$ cat src/rtl/btn_debounce_hold_pkg.sv
// Shared types and sizing helpers for the button debounce/hold slice.
package btn_debounce_hold_pkg;

  typedef enum logic [1:0] {
    ST_IDLE      = 2'd0,
    ST_ARMING    = 2'd1,
    ST_DOWN      = 2'd2,
    ST_DISARMING = 2'd3
  } btn_state_t;

  function automatic int unsigned tick_div(input int unsigned clk_freq_hz);
    return (clk_freq_hz < 1000) ? 1 : clk_freq_hz / 1000;
  endfunction

  function automatic int unsigned cnt_width(input int unsigned max_val);
    return (max_val < 1) ? 1 : $clog2(max_val + 1);
  endfunction

endpackage

$ cat src/rtl/btn_debounce_hold_if.sv
// Button-side signals: raw level in, conditioned level and hold pulses out.
interface btn_debounce_hold_if;
  logic btn_raw;
  logic btn_clean;
  logic long_press;
  logic repeat_pulse;

  modport master (output btn_raw, input btn_clean, input long_press, input repeat_pulse);
  modport slave  (input btn_raw, output btn_clean, output long_press, output repeat_pulse);
endinterface

$ cat src/rtl/tick_gen_1ms.sv
// Free-running 1 ms prescaler: tick is high for one clk every CLK_FREQ_HZ/1000 clk.
module tick_gen_1ms
  import btn_debounce_hold_pkg::*;
#(
  parameter int unsigned CLK_FREQ_HZ = 100_000_000
) (
  input  logic clk,
  input  logic reset_p,
  output logic tick
);

  localparam int unsigned DIV = tick_div(CLK_FREQ_HZ);
  localparam int unsigned CW  = cnt_width(DIV - 1);
  localparam logic [CW-1:0] LAST = CW'(DIV - 1);

  logic [CW-1:0] r_cnt;

  always_ff @(posedge clk or posedge reset_p) begin
    if (reset_p)            r_cnt <= '0;
    else if (r_cnt == LAST) r_cnt <= '0;
    else                    r_cnt <= r_cnt + 1'b1;
  end

  assign tick = (r_cnt == LAST);

endmodule

$ cat src/rtl/btn_debounce_hold.sv
// Push-button conditioner: 2-FF synchroniser, tick-sampled debounce FSM,
// long-press pulse and periodic repeat pulses while held.
module btn_debounce_hold
  import btn_debounce_hold_pkg::*;
#(
  parameter int unsigned CLK_FREQ_HZ   = 100_000_000,
  parameter int unsigned DEBOUNCE_MS   = 10,
  parameter int unsigned LONG_PRESS_MS = 1000,
  parameter int unsigned REPEAT_MS     = 200
) (
  input  logic                      clk,
  input  logic                      reset_p,
  btn_debounce_hold_if.slave        btn_if
);

  localparam int unsigned HOLD_MAX = (LONG_PRESS_MS > REPEAT_MS) ? LONG_PRESS_MS : REPEAT_MS;
  localparam int unsigned DW = cnt_width(DEBOUNCE_MS);
  localparam int unsigned HW = cnt_width(HOLD_MAX);
  localparam logic [DW-1:0] DEB_LAST  = DW'(DEBOUNCE_MS - 1);
  localparam logic [HW-1:0] LONG_LAST = HW'(LONG_PRESS_MS - 1);
  localparam logic [HW-1:0] REP_LAST  = HW'(REPEAT_MS - 1);

  logic          w_tick;
  logic          r_sync1;
  logic          r_sync2;
  btn_state_t    r_state;
  logic [DW-1:0] r_deb_cnt;
  logic [HW-1:0] r_hold_cnt;
  logic          r_held;
  logic          r_btn_clean;
  logic          r_long_press;
  logic          r_repeat_pulse;

  tick_gen_1ms #(
    .CLK_FREQ_HZ (CLK_FREQ_HZ)
  ) u_tick (
    .clk     (clk),
    .reset_p (reset_p),
    .tick    (w_tick)
  );

  always_ff @(posedge clk or posedge reset_p) begin
    if (reset_p) begin
      r_sync1 <= 1'b0;
      r_sync2 <= 1'b0;
    end else begin
      r_sync1 <= btn_if.btn_raw;
      r_sync2 <= r_sync1;
    end
  end

  always_ff @(posedge clk or posedge reset_p) begin
    if (reset_p) begin
      r_state        <= ST_IDLE;
      r_deb_cnt      <= '0;
      r_hold_cnt     <= '0;
      r_held         <= 1'b0;
      r_btn_clean    <= 1'b0;
      r_long_press   <= 1'b0;
      r_repeat_pulse <= 1'b0;
    end else begin
      r_long_press   <= 1'b0;
      r_repeat_pulse <= 1'b0;
      if (w_tick) begin
        unique case (r_state)
          ST_IDLE: begin
            if (r_sync2) begin
              if (DEBOUNCE_MS == 1) begin
                r_state     <= ST_DOWN;
                r_btn_clean <= 1'b1;
                r_hold_cnt  <= '0;
                r_held      <= 1'b0;
                r_deb_cnt   <= '0;
              end else begin
                r_state   <= ST_ARMING;
                r_deb_cnt <= DW'(1);
              end
            end
          end
          ST_ARMING: begin
            if (!r_sync2) begin
              r_state   <= ST_IDLE;
              r_deb_cnt <= '0;
            end else if (r_deb_cnt == DEB_LAST) begin
              r_state     <= ST_DOWN;
              r_btn_clean <= 1'b1;
              r_hold_cnt  <= '0;
              r_held      <= 1'b0;
              r_deb_cnt   <= '0;
            end else begin
              r_deb_cnt <= r_deb_cnt + 1'b1;
            end
          end
          ST_DOWN: begin
            if (r_sync2) begin
              // hold_cnt is reused: first times the long press, then each repeat period
              if (!r_held) begin
                if (r_hold_cnt == LONG_LAST) begin
                  r_long_press <= 1'b1;
                  r_held       <= 1'b1;
                  r_hold_cnt   <= '0;
                end else begin
                  r_hold_cnt <= r_hold_cnt + 1'b1;
                end
              end else if (r_hold_cnt == REP_LAST) begin
                r_repeat_pulse <= 1'b1;
                r_hold_cnt     <= '0;
              end else begin
                r_hold_cnt <= r_hold_cnt + 1'b1;
              end
            end else if (DEBOUNCE_MS == 1) begin
              r_state     <= ST_IDLE;
              r_btn_clean <= 1'b0;
              r_hold_cnt  <= '0;
              r_held      <= 1'b0;
            end else begin
              r_state   <= ST_DISARMING;
              r_deb_cnt <= DW'(1);
            end
          end
          ST_DISARMING: begin
            if (r_sync2) begin
              r_state   <= ST_DOWN;
              r_deb_cnt <= '0;
            end else if (r_deb_cnt == DEB_LAST) begin
              r_state     <= ST_IDLE;
              r_btn_clean <= 1'b0;
              r_hold_cnt  <= '0;
              r_held      <= 1'b0;
              r_deb_cnt   <= '0;
            end else begin
              r_deb_cnt <= r_deb_cnt + 1'b1;
            end
          end
          default: r_state <= ST_IDLE;
        endcase
      end
    end
  end

  assign btn_if.btn_clean    = r_btn_clean;
  assign btn_if.long_press   = r_long_press;
  assign btn_if.repeat_pulse = r_repeat_pulse;

endmodule

$ cat src/flat_wrapper.sv
// flat-port wrapper written by rule: the top's interface ports become plain ports
module btn_debounce_hold_flat import btn_debounce_hold_pkg::*;
#(
  parameter int unsigned CLK_FREQ_HZ   = 100_000_000,
  parameter int unsigned DEBOUNCE_MS   = 10,
  parameter int unsigned LONG_PRESS_MS = 1000,
  parameter int unsigned REPEAT_MS     = 200
)
  (clk, reset_p, btn_if_btn_raw, btn_if_btn_clean, btn_if_long_press, btn_if_repeat_pulse);
  btn_debounce_hold_if btn_if_i ();
  input  logic clk;
  input  logic reset_p;
  input wire logic [$bits(btn_if_i.btn_raw)-1:0] btn_if_btn_raw;
  output wire logic [$bits(btn_if_i.btn_clean)-1:0] btn_if_btn_clean;
  output wire logic [$bits(btn_if_i.long_press)-1:0] btn_if_long_press;
  output wire logic [$bits(btn_if_i.repeat_pulse)-1:0] btn_if_repeat_pulse;
  assign btn_if_i.btn_raw = btn_if_btn_raw;
  assign btn_if_btn_clean = btn_if_i.btn_clean;
  assign btn_if_long_press = btn_if_i.long_press;
  assign btn_if_repeat_pulse = btn_if_i.repeat_pulse;
  btn_debounce_hold #(.CLK_FREQ_HZ(CLK_FREQ_HZ), .DEBOUNCE_MS(DEBOUNCE_MS), .LONG_PRESS_MS(LONG_PRESS_MS), .REPEAT_MS(REPEAT_MS)) u_core (.clk(clk), .reset_p(reset_p), .btn_if(btn_if_i));
endmodule
$ cat config.mk
export PLATFORM = sky130hd
export DESIGN_NAME = btn_debounce_hold_flat
export DESIGN_NICKNAME = d
export VERILOG_FILES = /design/src/rtl/btn_debounce_hold_pkg.sv /design/src/rtl/btn_debounce_hold_if.sv /design/src/rtl/tick_gen_1ms.sv /design/src/rtl/btn_debounce_hold.sv /design/src/flat_wrapper.sv
export SDC_FILE = /design/constraint.sdc
export NUM_CORES = 1
export LEC_CHECK = 0
export CORE_ASPECT_RATIO = 1.1
export CORE_MARGIN = 2
export CORE_UTILIZATION = 60
export CTS_CLUSTER_DIAMETER = 150
export DETAILED_ROUTE_END_ITERATION = 12
export DONT_BUFFER_PORTS = 1
export GPL_ROUTABILITY_DRIVEN = 0
export GPL_TIMING_DRIVEN = 1
export PLACE_DENSITY_LB_ADDON = 0.1
export SYNTH_ARGS = -nofsm -noshare
export SYNTH_HDL_FRONTEND = slang
export SYNTH_SLANG_ARGS = --single-unit
$ cat constraint.sdc
create_clock -name clk -period 3.2 [get_ports clk]
set_input_delay 0.16 -clock clk [delete_from_list [all_inputs] [get_ports clk]]
set_output_delay 0.16 -clock clk [all_outputs]
set_load 0.01 [all_outputs]
==> impl_metrics.yaml <==
detailed_routing:
  drt_iter0_drc: 69
  drc: 0
  highest_layer: "met4"
  wl_per_cell_um: 15.2
  met1Wirelength_mm: 1.69
  wl_met3_um: 111
  first_pass_iters: 4
  totalWireLength_mm: 3.56
  wl_met2_mm: 1.72
  num_vias: 1452
  ant_nets: 0
  viasPerCell: 6.21
sta:
  slew_viol_final: 0
  clock.fmax_mhz: 417
  rsz0062_at_grt: "false"
  finalSetupViolCount: 0
  finalHoldViolCount: 0
  fin_tns_setup_ps: 0
  min_period_ps: 2400
  fin_skew_ps: 11.3
  worstMarginPinSlew_ps: 476
  post-route-period-util: 0.749
  maxSlewHeadroom: 0.682
worst_setup_path:
  critPathLaunchType: "register"
  r2r_cells: 5
  rr_startpoint: "u_core.u_tick.r_cnt[14]"
  crit_chain: "or4b_4 -> or4_1 -> nor2_1 -> a21oi_1 -> a211oi_1"
  crit_path_end_kind: "register"
  arrival_ps: 2640
  worstReg2RegEnd: "u_core.btn_if.btn_clean"
  slowest_stage: "or4_1"
  crit_path_max_incr_delay_ps: 710
  critical_path_buf_inv_count: 0
  cp_max_fo: 7
  critical_path.top_delay_family: "simple AND/OR/NAND/NOR gates"
  cp.required_ps: 3450
  path_class: "reg -> reg"
  r2r_slack_ps: 800
clock_tree:
  numCtsBuffers: 5
  path_clk_slew_ps: 120
  htreeDepth: 2
  cts_sinks: 39
  clk_latency_ps: 350
  postCtsHoldBufs: 2
  post_cts_resized: 0
  cts_setup_buffers: 0
  root_buffer: "clkbuf_4"
  cts_tree: "built"
  clockBufferDepth: 2
pwr:
  p_seq_frac: 0.659
  leakage_nw: 0.899
  power_switching_mw: 0.169
  p_int_mw: 0.583
  powerDensity_nw_per_um2: 364
  pwr-share-comb: 0.019
  ir_drop_uv: 297
  power.share.switching: 0.225
  p_clk_frac: 0.323
final_layout:
  fin_area_um2: 2060
  layout.nets: 206
  final_common_cell: "dfrtp_1"
  post-route-util: 0.672
  antenna_cells: 0
  final_cell_mix: "39 x dfrtp_1, 19 x nand2_1, 15 x nor2_1, 13 x nand3_1, 11 x o21ai_0"
  drive_gt1_frac: 0.0750
  syn_to_final_growth_pct: 5.36
  nFillCells: 234
floorplanning:
  pin_count: 6
  die_y_um: 63.9
  initial_core_util: 0.637
  coreArea_um2: 3070
  fp-row-count: 21
  die_area_um2: 3740
  die_width_um: 58.5
logic_synthesis:
  syn_inst: 195
  synth_area_leader_cell: "dfrtp_1"
  ys_seq_area_frac: 0.498
  synth_area_leaders: "dfrtp_1 50%, xnor2_1 4.5%, nand2_1 3.6%"
  ys.flop_type: "dfrtp_1"
  ys_async_sr_fraction: 1.00
  yosys_warnings: 0
  syn_nets: 202
  syn_avg_cell_area_um2: 10.0
  ys_ff_latch: 39
  synth-edff-count: 0
  netlist.area_leader.share: 0.498
  netlist_area_um2: 1960
  synth.distinct_cells: 36
grt:
  grt_max_degree: 40
  antenna_found_initial: 0
  grt_pass1_wl_mm: 6.42
  grt_pass1_vias: 1462
  grt.total_usage: 0.224
  overflow: 0
hold_path:
  hold_class: "in -> async"
job:
  drv_cap: 0
place:
  placed_area_um2: 1990
  dp_hpwl_mm: 2.51
  numPortBuffers: 0
run_status:
  status: "completed"
==> layer usage <==
layer,vias to the layer above,GRT usage
met5,-,0
met4,0,0.0756
met3,4,0.0668
met2,29,0.358
met1,712,0.286
li1,707,-
==> cells in the mapped netlist, types with 2 or more instances <==
master,count
inv_1,6
or4_1,3
nand2b_1,3
ha_1,4
nor3_1,4
or4b_4,2
a21oi_1,5
a2bb2oi_1,3
xnor2_1,10
and3_1,8
clkbuf_1,8
nand4_1,7
o21ai_0,11
o31ai_1,6
dfrtp_1,39
nand4b_1,3
nand3_1,13
nor2b_1,2
xor2_1,7
nor2_1,15
nand2_1,19
o2bb2ai_1,2
and2_1,2
==> cells by family (layout without fill, tap and decap cells) <==
family / Yosys count / count (layout) / share of synthesized area
buffers and inverters: 14 / 19 / 0.0268
XOR/XNOR: 17 / 17 / 0.0760
flip-flops: 39 / 39 / 0.498
AND/OR/NAND/NOR: 88 / 88 / 0.260
adder cells (fa/ha/maj): 4 / 4 / 0.0255
AO/OA/AOI/OAI: 33 / 33 / 0.114
==> how the worst max path moves through the flow <==
stage,depth (start not counted),slack (ps),to,from
after floorplan,5,960,u_core.r_hold_cnt[7],u_core.u_tick.r_cnt[14]
after global placement,5,920,u_core.r_hold_cnt[7],u_core.u_tick.r_cnt[14]
after detailed placement,5,850,u_core.btn_if.btn_clean,u_core.u_tick.r_cnt[14]
after CTS,5,800,u_core.btn_if.btn_clean,u_core.u_tick.r_cnt[14]
after global routing,5,640,u_core.btn_if.btn_clean,u_core.u_tick.r_cnt[14]
final,5,800,u_core.btn_if.btn_clean,u_core.u_tick.r_cnt[14]
==> metrics by stage <==
stage / power [mW] / cells / hold slack, ps / worst slack, ps
5_1_grt: 0.790 / 234 / 337 / 642
3_3_place_gp: 0.517 / 224 / 188 / 917
6_report: 0.752 / 234 / 363 / 805
3_5_place_dp: 0.518 / 224 / 191 / 847
4_1_cts: 0.763 / 234 / 349 / 804
2_1_floorplan: 0.514 / 195 / 191 / 958
==> sequential cells by signal, summed over array words and instances (netlist names), named ones only <==
signal,flops
u_core.btn_if.btn_clean,1
u_core.btn_if.long_press,1
u_core.btn_if.repeat_pulse,1
u_core.r_deb_cnt,4
u_core.r_held,1
u_core.r_hold_cnt,10
u_core.r_state,1
u_core.r_sync1,1
u_core.r_sync2,1
u_core.u_tick.r_cnt,17
==> cell type report <==
type,instances,area (um^2),area share
clock buffers,7,45.0,0.0218
clock inverters,1,5.00,0.00242
repair buffers,5,42.5,0.0206
inverters,6,22.5,0.0109
flip-flops and latches,39,976,0.473
well taps,34,42.5,0.0206
multi-input cells,142,931,0.451
==> worst min-delay path: cells and delay by family <==
family / cells / cell delay [ps]
buffers and inverters: 3 / 1010
==> power groups by stage <==
| stage | sequential [mW] | clock [mW] | combinational [mW] |
|---|---|---|---|
| 4_1_cts | 0.496 | 0.253 | 0.0147 |
| 3_3_place_gp | 0.505 | 0 | 0.0124 |
| 6_report | 0.496 | 0.243 | 0.0140 |
| 2_1_floorplan | 0.504 | 0 | 0.0103 |
| 5_1_grt | 0.496 | 0.277 | 0.0169 |
| 3_5_place_dp | 0.505 | 0 | 0.0127 |
Note: power is estimated with default switching activity, not from simulation.
